<file path="config.mk">
export PLATFORM = sky130hd
export DESIGN_NAME = demux_18_seq_flat
export DESIGN_NICKNAME = d
export VERILOG_FILES = /design/src/rtl/demux_18_seq_pkg.sv /design/src/rtl/demux_18_seq_if.sv /design/src/rtl/demux_18_seq_dec.sv /design/src/rtl/demux_18_seq.sv /design/src/flat_wrapper.sv
export SDC_FILE = /design/constraint.sdc
export NUM_CORES = 1
export LEC_CHECK = 0
export BUFFER_PORTS_ARGS = -buffer_cell sky130_fd_sc_hd__buf_4
export CORE_MARGIN = 1.5
export CORE_UTILIZATION = 32
export DETAILED_ROUTE_END_ITERATION = 8
export PLACE_DENSITY_LB_ADDON = 0.08
export SYNTH_ARGS = -nofsm -noshare
export SYNTH_HDL_FRONTEND = slang
export SYNTH_SLANG_ARGS = --single-unit
</file>
<file path="constraint.sdc">
create_clock -name clk -period 3.9 [get_ports clk]
set_clock_uncertainty 0.05 [all_clocks]
set_input_delay 0.585 -clock clk [delete_from_list [all_inputs] [get_ports clk]]
set_output_delay 0.585 -clock clk [all_outputs]
set_load 0.01 [all_outputs]
</file>
<file path="src/rtl/demux_18_seq_pkg.sv">
// Shared types and sizing constants for the serial-to-parallel demultiplexer.
package demux_pkg;

    typedef enum logic {
        IDLE    = 1'b0,
        COLLECT = 1'b1
    } state_e;

    localparam int DEFAULT_WIDTH = 8;
    localparam int DEFAULT_SEL_W = 3;

    // Slot-select width for a given number of output slots (at least one bit).
    function automatic int sel_w_for(input int width);
        return (width <= 2) ? 1 : $clog2(width);
    endfunction

endpackage

</file>
<file path="src/rtl/demux_18_seq_if.sv">
// Serial input / parallel output bundle for demux_18_seq.
// Handshake: din is consumed on every rising edge where din_valid=1 (no back-pressure);
// y_valid and frame_err are single-cycle strobes, y holds between strobes.
interface demux_18_seq_if
    import demux_pkg::*;
#(
    parameter int WIDTH = DEFAULT_WIDTH,
    parameter int SEL_W = DEFAULT_SEL_W
) ();
    logic             din;
    logic             din_valid;
    logic             start;
    logic [WIDTH-1:0] y;
    logic             y_valid;
    logic [SEL_W-1:0] sel;
    logic             busy;
    logic             frame_err;
    state_e           state;

    modport master (
        output din, din_valid, start,
        input  y, y_valid, sel, busy, frame_err, state
    );

    modport slave (
        input  din, din_valid, start,
        output y, y_valid, sel, busy, frame_err, state
    );
endinterface

</file>
<file path="src/rtl/demux_18_seq_dec.sv">
// Slot-select to one-hot write-enable decoder; inverse of the serializer's 8:1 mux select.
module demux_dec #(
    parameter int WIDTH = 8,
    parameter int SEL_W = 3
) (
    input  logic [SEL_W-1:0] sel,
    input  logic             en,
    output logic [WIDTH-1:0] we
);
    always_comb begin
        we = '0;
        if (en) begin
            we[sel] = 1'b1;
        end
    end
endmodule

</file>
<file path="src/rtl/demux_18_seq.sv">
// Sequential 1-to-WIDTH demultiplexer: collects a framed serial stream into a shadow
// word and publishes each completed word on y with a one-cycle y_valid strobe.
module demux_18_seq
    import demux_pkg::*;
#(
    parameter int WIDTH = DEFAULT_WIDTH,
    parameter int SEL_W = DEFAULT_SEL_W
) (
    input logic            clk,
    input logic            rst_n,
    demux_18_seq_if.slave  bus
);
    state_e           state_q, state_d;
    logic [SEL_W-1:0] sel_q, sel_d;
    logic [WIDTH-1:0] shadow_q, shadow_d;
    logic [WIDTH-1:0] y_q, y_d;
    logic             y_valid_q, y_valid_d;
    logic             frame_err_q, frame_err_d;
    logic             busy_q, busy_d;

    logic [SEL_W-1:0] wr_slot;
    logic             wr_en;
    logic [WIDTH-1:0] we;

    always_comb begin
        state_d     = state_q;
        sel_d       = sel_q;
        y_d         = y_q;
        y_valid_d   = 1'b0;
        frame_err_d = 1'b0;
        wr_slot     = '0;
        wr_en       = 1'b0;
        unique case (state_q)
            IDLE: begin
                if (bus.din_valid && bus.start) begin
                    wr_en   = 1'b1;
                    sel_d   = SEL_W'(1);
                    state_d = COLLECT;
                end
            end
            COLLECT: begin
                if (bus.din_valid) begin
                    wr_en = 1'b1;
                    if (bus.start) begin
                        // Resync: restart the frame at slot 0, y is left untouched.
                        frame_err_d = 1'b1;
                        sel_d       = SEL_W'(1);
                    end else begin
                        wr_slot = sel_q;
                        if (sel_q == SEL_W'(WIDTH - 1)) begin
                            y_d       = {bus.din, shadow_q[WIDTH-2:0]};
                            y_valid_d = 1'b1;
                            sel_d     = '0;
                            state_d   = IDLE;
                        end else begin
                            sel_d = sel_q + SEL_W'(1);
                        end
                    end
                end
            end
            default: state_d = IDLE;
        endcase
        busy_d = (state_d == COLLECT);
    end

    demux_dec #(.WIDTH(WIDTH), .SEL_W(SEL_W)) u_dec (
        .sel (wr_slot),
        .en  (wr_en),
        .we  (we)
    );

    always_comb begin
        shadow_d = shadow_q;
        for (int k = 0; k < WIDTH; k++) begin
            if (we[k]) begin
                shadow_d[k] = bus.din;
            end
        end
    end

    always_ff @(posedge clk or negedge rst_n) begin
        if (!rst_n) begin
            state_q     <= IDLE;
            sel_q       <= '0;
            shadow_q    <= '0;
            y_q         <= '0;
            y_valid_q   <= 1'b0;
            frame_err_q <= 1'b0;
            busy_q      <= 1'b0;
        end else begin
            state_q     <= state_d;
            sel_q       <= sel_d;
            shadow_q    <= shadow_d;
            y_q         <= y_d;
            y_valid_q   <= y_valid_d;
            frame_err_q <= frame_err_d;
            busy_q      <= busy_d;
        end
    end

    assign bus.y         = y_q;
    assign bus.y_valid   = y_valid_q;
    assign bus.sel       = sel_q;
    assign bus.busy      = busy_q;
    assign bus.frame_err = frame_err_q;
    assign bus.state     = state_q;
endmodule

</file>
<file path="src/flat_wrapper.sv">
// flat-port wrapper written by rule: the top's interface ports become plain ports
module demux_18_seq_flat import demux_pkg::*;
#(
    parameter int WIDTH = DEFAULT_WIDTH,
    parameter int SEL_W = DEFAULT_SEL_W
)
  (clk, rst_n, bus_din, bus_din_valid, bus_start, bus_y, bus_y_valid, bus_sel, bus_busy, bus_frame_err, bus_state);
  demux_18_seq_if #(.WIDTH(WIDTH), .SEL_W(SEL_W)) bus_i ();
  input logic clk;
  input logic rst_n;
  input wire logic [$bits(bus_i.din)-1:0] bus_din;
  input wire logic [$bits(bus_i.din_valid)-1:0] bus_din_valid;
  input wire logic [$bits(bus_i.start)-1:0] bus_start;
  output wire logic [$bits(bus_i.y)-1:0] bus_y;
  output wire logic [$bits(bus_i.y_valid)-1:0] bus_y_valid;
  output wire logic [$bits(bus_i.sel)-1:0] bus_sel;
  output wire logic [$bits(bus_i.busy)-1:0] bus_busy;
  output wire logic [$bits(bus_i.frame_err)-1:0] bus_frame_err;
  output wire logic [$bits(bus_i.state)-1:0] bus_state;
  assign bus_i.din = bus_din;
  assign bus_i.din_valid = bus_din_valid;
  assign bus_i.start = bus_start;
  assign bus_y = bus_i.y;
  assign bus_y_valid = bus_i.y_valid;
  assign bus_sel = bus_i.sel;
  assign bus_busy = bus_i.busy;
  assign bus_frame_err = bus_i.frame_err;
  assign bus_state = bus_i.state;
  demux_18_seq #(.WIDTH(WIDTH), .SEL_W(SEL_W)) u_core (.clk(clk), .rst_n(rst_n), .bus(bus_i));
endmodule
</file>
==> run summary <==
CTS tree - built
postcts setup bufs - 0
Reg power frac - 54.7%
synth warn - 0
Crit. path cell count - 1
commonest non-fill, non-tap cell in the layout - dfrtp_1
crit path launch - u_core.bus.state$_DFF_PN0_
vias post-DR - 595
Fmax - 0.5720 GHz
placed cell areas - 1082 µm²
Sw Ratio - 30.53%
Area Growth Syn to Fin - 20.52%
total grt overflow - 0
min Tclk post-route - 1.748 ns
RSZ-0062 raised after global routing - false
setup_tns - 0 ns
Sw Pwr - 181.8 µW
fraction of layout cells with a size suffix above 1 - 31.03%
Logic pwr share - 28.0%
critical path arrival - 1.11 ns
clk sinks - 21
Synth area leaders - dfrtp_1, mux2_1, nand3_1
Int Power - 413.6 µW
clk root buf - clkbuf_4
crit path cell chain - buf_4
final-stage net count - 95
share of Yosys cell area claimed by the top area cell type - 57.07%
status - finished, final reports clean
CTS max path bufs - 2
Yosys cell types - 19
Top Family by Delay on Critical Path - flip-flops
vias in the first global route - 576
most frequent cells in the layout - dfrtp_1, buf_4, mux2_1, nand3_1
CP Capture Type - output pin
Setup crit start kind - flop
Die Y - 56.65 µm
crit path to - bus_busy
FP Rows - 19
Pre-Repair DR Iteration Count - 2
Finished Cell Area - 1110 µm²
Max Cap Viol - 0
Clk pwr share - 17.3%
Final setup viols - 0
Syn Nets - 74
Slowest-stage cell, CP - dfrtp_1
power per cell area - 536.5 nW/µm²
r2r setup slk - 2.22 ns
kind of critical path - reg -> out
diodes inserted - 0
CTS Buf Count - 3
Synth area leader - dfrtp_1
Leak - 0.0005558 µW
Post-Synthesis Cells - 67
Routed Wire Length - 1617 µm
antenna-violating nets left - 0
ratio of routed vias to standard cells - 5.042
worst-case reg-to-reg path depth - 4
final slew viol count - 0
Tcrit/Tclk final - 44.83%
maximum vdd ir drop - 0.2704 mV
sequential area share after synthesis - 57.07%
Syn Area/Cell - 13.74 µm²
Routed WL per cell - 13.70 µm
largest net degree at the start of global routing - 22
Critical path buffers and inverters - 1
Required @ worst endpoint - 3.26 ns
Placer Congestion - 0.7093
global-route wire length before repair - 2829 µm
clk slew on worst S/H paths - 0.12 ns
H-tree depth - 1
PortBufs - 19
Final Core Density - 40.60%
Hold Path Class - in -> async
Ports - 20
slew margin rel. - 71.35%
reg-to-reg endpoint - u_core.bus.y[3]$_DFFE_PN0P_
initial antenna violation count - 0
Tot GR Track Use - 11.94%
mapped cell area - 920.9 µm²
slew of the pin with the lowest slew margin - 0.4297 ns
die area - 3209 µm²
initial drt markers - 3
CP max stage delay - 0.62 ns
Seq cells post-synth - 21
clock latency on the worst-skew pair - 0.30 ns
core box area - 2734 µm²
post-DP HPWL - 1123 µm
Die W - 56.65 µm
R2R Path Start - u_core.bus.sel[1]$_DFFE_PN0P_
Worst Hold Slack - 0.08684 ns
# hold bufs at CTS - 0
Initial Util - 33.68%
Critical Path Fanout Max - 14
Filler cells - 267
Resize count post-CTS - 0
final hold vios - 0
# DRC - 0
per-stage QoR:
step / setup WS (ns) / power, µW / std cells
3_5_place_dp: 2.163 / 501.6 / 114
6_report: 2.152 / 595.4 / 118
4_1_cts: 2.112 / 606.6 / 118
5_1_grt: 2.019 / 650.4 / 118
2_1_floorplan: 2.358 / 418.5 / 67
3_3_place_gp: 2.192 / 497.2 / 114
logic make-up after synthesis:
| logic type | after synthesis | synth area share (%) |
|---|---|---|
| adder cells (fa/ha/maj) | 2 | 2.717 |
| buffers and inverters | 6 | 3.396 |
| multiplexers | 15 | 18.34 |
| AND/OR/NAND/NOR | 15 | 11.96 |
| flip-flops | 21 | 57.06 |
| AO/OA/AOI/OAI | 8 | 6.521 |
per-layer routing:
layer	wire length (µm)	part of all wire (%)	up-vias	track usage (%)
met5	0	0	-	0
met4	13	0.80	0	6.122
met3	66	4.1	2	2.995
met2	694	43	12	16.28
met1	843	52	296	17.28
li1	-	-	285	-
registers in the layout, summed over array words and instances (netlist names):
register / count
u_core.bus.frame_err: 1
u_core.bus.sel: 3
u_core.bus.state: 1
u_core.bus.y: 8
u_core.bus.y_valid: 1
u_core.shadow_q: 7
cells in the mapped netlist:
cell type  number
mux2_1         15
nand4b_1        1
dfrtp_1        21
buf_4           2
nand3_1         6
buf_2           1
nand2_1         1
nand4b_4        1
inv_1           3
a22o_2          1
nor3_1          3
o22a_2          1
nor4b_1         1
o21ai_1         1
ha_1            2
o22ai_1         2
and4bb_1        1
and3_2          1
o21a_1          3
worst min path at each step:
stage,end,start,cells past startpoint,slack [ns]
global placement,u_core.bus.y[3]$_DFFE_PN0P_,u_core.shadow_q[3]$_DFFE_PN0P_,1,0.41
CTS,u_core.bus.y[1]$_DFFE_PN0P_,rst_n,1,0.09
finish,u_core.shadow_q[5]$_DFFE_PN0P_,rst_n,1,0.09
detailed placement,u_core.bus.y[2]$_DFFE_PN0P_,u_core.shadow_q[2]$_DFFE_PN0P_,1,0.42
global route,u_core.shadow_q[5]$_DFFE_PN0P_,rst_n,1,0.08
floorplan,u_core.bus.frame_err$_DFF_PN0_,rst_n,0,0.24
layout make-up:
class | count | area [µm²] | area share (%)
clock buffers | 3 | 22.52 | 2.029
clock inverters | 1 | 5.005 | 0.4510
inverters | 3 | 11.26 | 1.015
multi-input cells | 40 | 364.1 | 32.81
flip-flops and latches | 21 | 525.5 | 47.35
well taps | 31 | 38.79 | 3.495
repair buffers | 19 | 142.6 | 12.85
power groups by stage:
stage	combinational, µW	clock (µW)	sequential (µW)
4_1_cts	170	110	327
6_report	167	103	326
3_3_place_gp	168	0	330
3_5_place_dp	169	0	332
5_1_grt	185	126	339
2_1_floorplan	84.2	0	334
(Power assumes the default switching activity.)
